**config.mk**
```make
export PLATFORM = sky130hd
export DESIGN_NAME = mealy_run_tracker
export DESIGN_NICKNAME = d
export VERILOG_FILES = /design/src/rtl/mealy_run_tracker.sv
export SDC_FILE = /design/constraint.sdc
export NUM_CORES = 1
export LEC_CHECK = 0
export CAP_MARGIN = 10
export CORE_MARGIN = 3
export CORE_UTILIZATION = 30
export DETAILED_ROUTE_END_ITERATION = 6
export GPL_ROUTABILITY_DRIVEN = 0
export HOLD_SLACK_MARGIN = 0.05
export PLACE_DENSITY = 0.57
export SETUP_SLACK_MARGIN = 0.3
export SYNTH_ARGS = -nofsm -noshare
export SYNTH_HDL_FRONTEND = slang
export SYNTH_SLANG_ARGS = --single-unit
```
**constraint.sdc**
```tcl
create_clock -name clk -period 7.4 [get_ports clk]
set_input_delay 0.74 -clock clk [delete_from_list [all_inputs] [get_ports clk]]
set_output_delay 0.74 -clock clk [all_outputs]
set_load 0.01 [all_outputs]
```
**src/rtl/mealy_run_tracker.sv**
```systemverilog
// Multi-channel Mealy run-length tracker: per-channel run counters with combinational
// run/hit/run_end/last_len outputs and a registered saturating count of completed runs.
module mealy_run_tracker #(
   parameter int CH      = 4,
   parameter int MAX_RUN = 7,
   parameter int THRESH  = 3,
   parameter int WRAP    = 0,
   parameter int CNT_W   = 16,
   localparam int CW     = $clog2(MAX_RUN + 1)
) (
   input  logic                clk,
   input  logic                reset_n,
   input  logic                en,
   input  logic                clear,
   input  logic [CH-1:0]       in,
   output logic [CH*CW-1:0]    run,
   output logic [CH-1:0]       hit,
   output logic [CH-1:0]       run_end,
   output logic [CH*CW-1:0]    last_len,
   output logic [CNT_W-1:0]    runs_done
);

   localparam int EW = $clog2(CH + 1);
   localparam int SW = CNT_W + EW;
   localparam logic [CW-1:0] MAX_R = CW'(MAX_RUN);
   localparam logic [CW-1:0] THR   = CW'(THRESH);
   localparam logic [SW-1:0] CNT_MAX = SW'({CNT_W{1'b1}});

   logic [CW-1:0]    r_q [CH];
   logic [CW-1:0]    r_d [CH];
   logic [CNT_W-1:0] runs_done_q, runs_done_d;
   logic [EW-1:0]    ends_n;
   logic [SW-1:0]    sum;

   // Successor of a run length: clamp or wrap at MAX_RUN so r never overflows.
   function automatic logic [CW-1:0] next_len(input logic [CW-1:0] r);
      if (r == MAX_R) return (WRAP != 0) ? CW'(1) : MAX_R;
      return r + CW'(1);
   endfunction

   always_ff @(posedge clk or negedge reset_n) begin
      if (!reset_n) begin
         for (int c = 0; c < CH; c++) r_q[c] <= '0;
         runs_done_q <= '0;
      end else begin
         for (int c = 0; c < CH; c++) r_q[c] <= r_d[c];
         runs_done_q <= runs_done_d;
      end
   end

   always_comb begin
      for (int c = 0; c < CH; c++) r_d[c] = r_q[c];
      ends_n      = '0;
      sum         = '0;
      runs_done_d = runs_done_q;
      if (clear) begin
         for (int c = 0; c < CH; c++) r_d[c] = '0;
         runs_done_d = '0;
      end else if (en) begin
         for (int c = 0; c < CH; c++) begin
            r_d[c] = in[c] ? next_len(r_q[c]) : '0;
            ends_n = ends_n + EW'(run_end[c]);
         end
         sum = SW'(runs_done_q) + SW'(ends_n);
         runs_done_d = (sum > CNT_MAX) ? {CNT_W{1'b1}} : sum[CNT_W-1:0];
      end
   end

   // Mealy outputs are gated off during reset and during a clear cycle.
   always_comb begin
      run      = '0;
      hit      = '0;
      run_end  = '0;
      last_len = '0;
      if (reset_n && !clear) begin
         for (int c = 0; c < CH; c++) begin
            if (!en) begin
               run[c*CW +: CW] = r_q[c];
            end else if (in[c]) begin
               run[c*CW +: CW] = next_len(r_q[c]);
               hit[c]          = (next_len(r_q[c]) == THR) && (r_q[c] != THR);
            end else begin
               run_end[c]           = (r_q[c] != '0);
               last_len[c*CW +: CW] = r_q[c];
            end
         end
      end
   end

   assign runs_done = runs_done_q;

endmodule

```
Word-level counts from Yosys, hierarchy flattened
Index checks and enable logic that the tools add are counted.

Add/sub/neg operators: 8. $lt $le $gt $ge: 1. Eq/ne operators: 12. Muxes and demuxes: 93. Reductions and logical operators: 11.

Operator list (number): $mux 3 (44); $mux 12 (4); $mux 16 (3); $mux 1 (40); $add 16x3->17 (1); $gt 17x16->1 const B (1); $add 3x1->3 const B (4); $eq 3x2->1 const B (4); $eq 3x3->1 const B (4); $ne 3x2->1 const B (4); $reduce_bool 3->1 (4); $mux 4 (2); $logic_and 1x1->1 (5); $add 2x1->3 (1); $add 3x1->3 (1); $add 1x1->2 (1); $reduce_bool 2->1 (1); $logic_not 1->1 (1).

Register bits: 28. Bits of input ports: 8. Output and inout bits: 48. Word-level logic and storage cells: 130.

Logic depth before layout (Yosys ltp)
Gate-level depths: netlist of run 1.

Depth in word-level cells: 14. Depth in mapped cells: 13.

Worst setup path before layout of run 1
No wires, ideal clock.

Path type: input to register. Start point: in en. End point: reg runs_done_q[14] (netlist: runs_done[14]). Library setup time: 137 ps. Arrival: 3408 ps. Data required time: 7263 ps. Setup slack: 3855 ps. Stages: 13. Path buffers: 1. Cell sequence: buf_2 -> nand3b_1 -> nor2_1 -> o21a_1 -> inv_1 -> fa_1 -> fa_1 -> inv_1 -> fa_1 -> nand4_4 -> nor4_2 -> and4bb_2 -> nor3_1.

Cells in the longest elaborated chain, start to end: 10. Elaborated cells between the ends (all ways): 14. Classes of those cells: 4 x add/sub; 1 x order compare; 8 x mux; 1 x reduce/logical.

RTL lines: from (decl) (RTL line 13) `input logic en,`; $mux 1 (*) (RTL line 77) `if (!en) begin`; $mux 4 (*) (RTL line 75) `if (reset_n && !clear) begin`; named net run_end[0] (RTL line 18) `output logic [CH-1:0] run_end,`; $add 1x1->2 (*) (RTL line 62) `ends_n = ends_n + EW'(run_end[c]);`; $add 2x1->3 (*) (RTL line 62); $add 3x1->3 (*) (RTL line 62); $add 16x3->17 (*) (RTL line 64) `sum = SW'(runs_done_q) + SW'(ends_n);`; $gt 17x16->1 (RTL line 65) `runs_done_d = (sum > CNT_MAX) ? {CNT_W{1'b1}} : sum[CNT_W-1:0];`; $mux 16 (*) (RTL line 65); $mux 16 (*) (RTL line 59) `end else if (en) begin`; $mux 16 (*) (RTL line 56) `if (clear) begin`; to (signal assigned) (RTL line 47) `runs_done_q <= runs_done_d;`; to (decl) (RTL line 31) `logic [CNT_W-1:0] runs_done_q, runs_done_d;`.

Mark *: on every way through the listed nets, which the timed path passes. The rest lies on a longest branch. The select of a mux whose other input is x is not followed. A chain may end at the register's enable or synchronous reset.

Worst setup path after layout of run 1
Start point: in reset_n. End point: reg runs_done_q[0] (netlist: runs_done[0]).

Cells in the longest elaborated chain, start to end: 10.

RTL lines: from (decl) (RTL line 12) `input logic reset_n,`; $logic_and 1x1->1 (*) (RTL line 75); $mux 4 (*) (RTL line 75); $add 1x1->2 (RTL line 62); $add 2x1->3 (RTL line 62); $add 3x1->3 (*) (RTL line 62); $add 16x3->17 (*) (RTL line 64); $gt 17x16->1 (RTL line 65); $mux 16 (*) (RTL line 65); $mux 16 (*) (RTL line 59); $mux 16 (*) (RTL line 56).

Every way passes the cells marked *; elsewhere a longest branch is shown, timed or not. The select of a mux whose other input is x is not followed.

==> results of run 1 <==
[critical path, cell delays in order]
cell             delay (ns)
clkdlybuf4s50_1        0.45
buf_4                  0.40
nand3b_1               0.54
nor2_1                 0.26
o21ai_0                0.20
fa_1                   0.53
fa_1                   0.39
inv_1                  0.08
fa_1                   0.27
nand4_4                0.17
nor3_4                 0.38
nand2_4                0.15
a311oi_2               0.28
[metal layers]
layer / vias up / routed length (um) / share of wire / global-route usage
li1: 913 / - / - / -
met1: 873 / 2540 / 0.49 / 0.204
met2: 41 / 2410 / 0.46 / 0.215
met3: 2 / 221 / 0.042 / 0.0246
met4: 0 / 34 / 0.0065 / 0.0293
met5: - / 0 / 0 / 0
[synthesized netlist by cell type, drive strengths merged]
cell,number,area (um^2)
and3,4,25.0
clkbuf,8,30.0
nand2b,8,50.1
o21a,3,22.5
dfrtp,28,701
and4,3,26.3
buf,1,5.00
a21oi,16,80.1
o2111ai,1,8.76
a21boi,3,26.3
a311oi,3,32.5
nand4b,2,17.5
a31oi,8,50.1
nor2b,5,31.3
mux2i,1,10.0
o21bai,4,30.0
and4bb,2,25.0
and2,22,138
o21ai,4,20.0
nor2,12,45.0
nand4,2,27.5
a211oi,8,60.1
nand3b,1,7.51
o211ai,8,60.1
o211a,1,10.0
ha,9,113
nor4,1,12.5
o2111a,1,11.3
nand3,4,20.0
nor3,21,116
nand2,7,33.8
inv,21,78.8
fa,3,60.1
[power by group]
part / internal [W] / switching [W]
combinational: 0.0000163 / 0.0000224
sequential: 0.000155 / 0.00000232
clock: 0.0000366 / 0.0000492
total: 0.000208 / 0.0000739
[sequential cells by signal, summed over array words and instances, names as in the netlist]
signal	count
r_q	12
runs_done	16
[final cells by class]
class                   instances  area [um^2]  share of cell area
well taps                      77         96.3              0.0362
multi-input cells             167         1170               0.440
inverters                      21         78.8              0.0296
repair buffers                 58          573               0.215
flip-flops and latches         28          701               0.263
clock buffers                   3         41.3              0.0155
[kinds of logic (layout without fill, tap and decap cells)]
| logic type | after synthesis | after routing | synth area share |
|---|---|---|---|
| flip-flops | 28 | 28 | 0.353 |
| AO/OA/AOI/OAI | 60 | 60 | 0.207 |
| buffers and inverters | 30 | 82 | 0.0574 |
| multiplexers | 1 | 1 | 0.00504 |
| AND/OR/NAND/NOR | 94 | 94 | 0.290 |
| adder cells (fa/ha/maj) | 12 | 12 | 0.0870 |
[metrics by stage]
stage          worst slack, ns  total power (W)  cell area [um^2]
3_3_place_gp              2.46         0.000199              2620
5_1_grt                   2.34         0.000297              2660
2_1_floorplan             3.85         0.000181              1980
3_5_place_dp              2.38         0.000200              2620
6_report                  2.73         0.000282              2660
4_1_cts                   2.68         0.000288              2660
[cells in the final DEF, fill, tap and decap left out, types with 2 or more instances in the layout]
master            n
clkdlybuf4s50_1  55
dfrtp_1          28
and2_1           22
inv_1            21
nor3_1           20
a21oi_1          16
nor2_1           12
ha_1              9
nand2b_1          8
o211ai_1          8
a31oi_1           8
a211oi_1          8
nand2_1           6
nor2b_1           5
o21ai_0           4
nand3_1           4
and3_1            4
o21bai_1          4
o21a_1            3
and4_1            3
fa_1              3
clkbuf_8          3
buf_4             3
nand4b_1          2
a311oi_1          2
[final timing paths]
| path | endpoint | slack [ns] | depth (start not counted) |
|---|---|---|---|
| setup / recovery | runs_done[0]$_DFFE_PN0P_ | 2.73 | 13 |
| hold / removal | runs_done[4]$_DFFE_PN0P_ | 0.59 | 1 |
| setup reg to reg | runs_done[0]$_DFFE_PN0P_ | 4.07 | 12 |
| hold reg to reg | runs_done[4]$_DFFE_PN0P_ | 0.59 | 1 |
| max in group asynchronous | runs_done[13]$_DFFE_PN0P_ | 6.21 | 2 |
| min in group asynchronous | r_q[9]$_DFFE_PN0P_ | 0.87 | 2 |
==> flow_metrics.env, run 1 <==
export IMPL_status="completed"
export IMPL_final_instance_count_excl_fill=354
export IMPL_ctsHoldBuffers=0
export IMPL_syn_to_final_growth_pct=34.0
export IMPL_whs_ns=0.591
export IMPL_worst_pin_slew_ns=0.621
export IMPL_timing_final_crit_period_ns=4.67
export IMPL_post_route_period_util=0.631
export IMPL_arrival_ns=4.87
export IMPL_grt_pass1_vias=1690
export IMPL_fp_dieW_um=87.3
export IMPL_hold_viol=0
export IMPL_portBuffers=55
export IMPL_cp_end_kind="register"
export IMPL_drt_total_wl_um=5200
export IMPL_finalNetCount=299
export IMPL_final_layout_size_suffix_gt1_frac=0.0469
export IMPL_cts_resized_gates=0
export IMPL_worstPathRequired_ns=7.59
export IMPL_root_buffer="clkbuf_8"
export IMPL_synth_seq_area_share=0.353
export IMPL_synthCells=225
export IMPL_hold_path_startpoint="runs_done[4]$_DFFE_PN0P_"
export IMPL_vias_per_cell=5.17
export IMPL_wire_per_inst_um=14.7
export IMPL_yosys_warnings=0
export IMPL_antenna_cells=0
export IMPL_drc=0
export IMPL_synth_nets=245
export IMPL_setup_viol=0
export IMPL_netlist_area_um2=1980
export IMPL_syn_area_per_cell_um2=8.82
export IMPL_start_util=0.311
export IMPL_fill_cells=654
export IMPL_rsz0062_at_grt="false"
export IMPL_regToRegStartpoint="r_q[6]$_DFFE_PN0P_"
export IMPL_drt_iter0_drc=40
export IMPL_ys_ff_latch=28
export IMPL_hold_path_class="register to register"
export IMPL_cts_made_buffers=3
export IMPL_cts_setup_buffers=0
export IMPL_worstSetupStartpoint="reset_n"
export IMPL_cts_sinks=28
export IMPL_io_pin_count=56
export IMPL_dr_pass1_iters=4
export IMPL_rows=29
export IMPL_crit_path_start_kind="input pin"
export IMPL_ant_nets=0
export IMPL_cts_buffer_depth=2
export IMPL_fin_worst_skew_ns=0.00768
export IMPL_power_density_nw_per_um2=106
export IMPL_num_vias=1829
export IMPL_antenna_found_initial=0
export IMPL_dp_cells=351
export IMPL_grt_max_degree=42
export IMPL_final_util=0.417
export IMPL_critical_path_class="input pin to register"
export IMPL_clock_latency_ns=0.28
export IMPL_slew_headroom=0.585
export IMPL_grt_ovfl_total=0
export IMPL_synth_cell_types=40
export IMPL_die_h_um=87.3
export IMPL_path_clk_slew_ns=0.10
export IMPL_peakVddDrop_v=0.0000465
export IMPL_die_area_um2=7630
export IMPL_p_leak_nw=1.13
export IMPL_grt_pass1_wl_um=8600
export IMPL_cts_max_level=1
export IMPL_hpwl_um=3720
export IMPL_cap_viol_max_count=0
export IMPL_fp_coreArea_um2=6390
export IMPL_slew_violations=0
export IMPL_cp_max_fo=41
export IMPL_cts_tree="done"
export IMPL_max_freq_mhz=214
export IMPL_grt_usage=0.140
export IMPL_timing_setup_tns_ns=0
No activity file was read; power rests on OpenSTA's default activity.
==> run 2: changes to the inputs <==
clock period = 4.7 ns   (was 7.4 ns; I/O delays follow)
==> flow_metrics.env, run 2 (synthesized netlist as in run 1, its figures left out) <==
export IMPL_portBuffers=55
export IMPL_rsz0062_at_grt="false"
export IMPL_hold_viol=0
export IMPL_p_seq_frac=0.532
export IMPL_finalNetCount=300
export IMPL_fp_dieW_um=87.3
export IMPL_path_clk_slew_ns=0.11
export IMPL_final_layout_size_suffix_gt1_frac=0.0538
export IMPL_clockPowerShare=0.337
export IMPL_drt_total_wl_um=5210
export IMPL_arrival_ns=3.99
export IMPL_p_leak_nw=1.14
export IMPL_dp_cells=352
export IMPL_p_comb_frac=0.131
export IMPL_timing_final_crit_period_ns=3.79
export IMPL_drt_iter0_drc=76
export IMPL_grt_pass1_wl_um=8820
export IMPL_hold_path_class="register to register"
export IMPL_cap_viol_max_count=0
export IMPL_grt_max_degree=41
export IMPL_cts_buffer_depth=2
export IMPL_cts_setup_buffers=0
export IMPL_r2r_slack_ns=1.29
export IMPL_final_instance_count_excl_fill=356
export IMPL_drc=0
export IMPL_ctsHoldBuffers=0
export IMPL_crit_path_top_delay_cell="clkdlybuf4s50_1"
export IMPL_antenna_found_initial=0
export IMPL_vias_per_cell=5.13
export IMPL_syn_to_final_growth_pct=35.1
export IMPL_clock_latency_ns=0.28
export IMPL_cts_sinks=28
export IMPL_antenna_cells=0
export IMPL_cp_cell_sequence="clkdlybuf4s50_1 > nand3b_1 > nor2_1 > o21ai_0 > fa_1 > fa_1 > inv_1 > fa_1 > nand4_4 > nor3_4 > nand2_4 > a311oi_2"
export IMPL_setup_viol=0
export IMPL_swShare=0.260
export IMPL_slew_headroom=0.687
export IMPL_final_common_cell="clkdlybuf4s50_1"
export IMPL_cpPeakStageDelay_ns=0.53
export IMPL_cp_max_fo=10
export IMPL_fin_worst_skew_ns=0.0124
export IMPL_slew_violations=0
export IMPL_dr_pass1_iters=4
export IMPL_start_util=0.311
export IMPL_p_sw_w=0.000121
export IMPL_grt_ovfl_total=0
export IMPL_ant_nets=0
export IMPL_die_area_um2=7630
export IMPL_num_vias=1826
export IMPL_status="completed"
export IMPL_worst_pin_slew_ns=0.465
export IMPL_die_h_um=87.3
export IMPL_power_density_nw_per_um2=174
export IMPL_p_int_w=0.000345
export IMPL_root_buffer="clkbuf_8"
export IMPL_cp_end_kind="register"
export IMPL_critical_path_class="input pin to register"
export IMPL_largest_reg_flops=16
export IMPL_timing_setup_tns_ns=0
export IMPL_cts_tree="done"
export IMPL_worstPathRequired_ns=4.90
export IMPL_worst_path_most_repeated_cell="fa_1"
export IMPL_peakVddDrop_v=0.000103
export IMPL_fill_cells=644
export IMPL_hpwl_um=3820
export IMPL_grt_pass1_vias=1788
export IMPL_cts_max_level=1
export IMPL_mostFrequentLayoutCells="55 x clkdlybuf4s50_1, 28 x dfrtp_1, 22 x and2_1"
export IMPL_max_freq_mhz=264
export IMPL_crit_path_start_kind="input pin"
export IMPL_post_route_period_util=0.807
export IMPL_rows=29
export IMPL_critPathTopFamily="adder cells"
export IMPL_grt_usage=0.142
export IMPL_cts_made_buffers=3
export IMPL_wire_per_inst_um=14.6
export IMPL_path_buf_inv=2
export IMPL_io_pin_count=56
export IMPL_cts_resized_gates=0
export IMPL_fp_coreArea_um2=6390
==> run 2: changes by cell type in the layout (fill, tap and decap cells not counted) <==
cell,delta
buf_4,+1
clkbuf_8,+1
==> run 2: final cells by class <==
class	instances	area [um^2]	area share
inverters	21	78.8	0.0294
multi-input cells	167	1170	0.436
clock buffers	4	55.1	0.0205
repair buffers	59	581	0.217
well taps	77	96.3	0.0359
flip-flops and latches	28	701	0.261
==> run 2: layer usage <==
layer	up-vias	track usage	part of all wire
li1	923	-	-
met1	863	0.207	0.51
met2	38	0.219	0.45
met4	0	0.0293	0.0056
met5	-	0	0
met3	2	0.0255	0.041
==> run 2: metrics by stage <==
step	hold slack [ns]	utilization	worst slack (ns)	power [W]	cell area, um^2
final	0.580	0.420	0.909	0.000467	2680
after global routing	0.598	0.420	0.624	0.000493	2680
after CTS	0.583	0.420	0.852	0.000474	2680
after detailed placement	0.567	0.411	0.555	0.000315	2630
after global placement	0.564	0.411	0.689	0.000315	2630
after floorplan	0.174	-	1.42	0.000284	1980
==> run 2: path summary, 6_finish.rpt <==
check,startpoint,end,cells after the start
setup / recovery,reset_n,runs_done[0]$_DFFE_PN0P_,12
hold / removal,runs_done[4]$_DFFE_PN0P_,runs_done[4]$_DFFE_PN0P_,1
setup reg to reg,r_q[6]$_DFFE_PN0P_,runs_done[0]$_DFFE_PN0P_,12
hold reg to reg,runs_done[4]$_DFFE_PN0P_,runs_done[4]$_DFFE_PN0P_,1
max in group asynchronous,reset_n,r_q[7]$_DFFE_PN0P_,2
min in group asynchronous,reset_n,r_q[10]$_DFFE_PN0P_,2
==> run 2: power by group through the flow <==
stage               combinational [W]  sequential (W)  clock (W)
global placement            0.0000622        0.000253          0
detailed placement          0.0000619        0.000253          0
CTS                         0.0000624        0.000248   0.000164
global route                0.0000699        0.000249   0.000174
floorplan                   0.0000315        0.000253          0
finish                      0.0000613        0.000248   0.000157
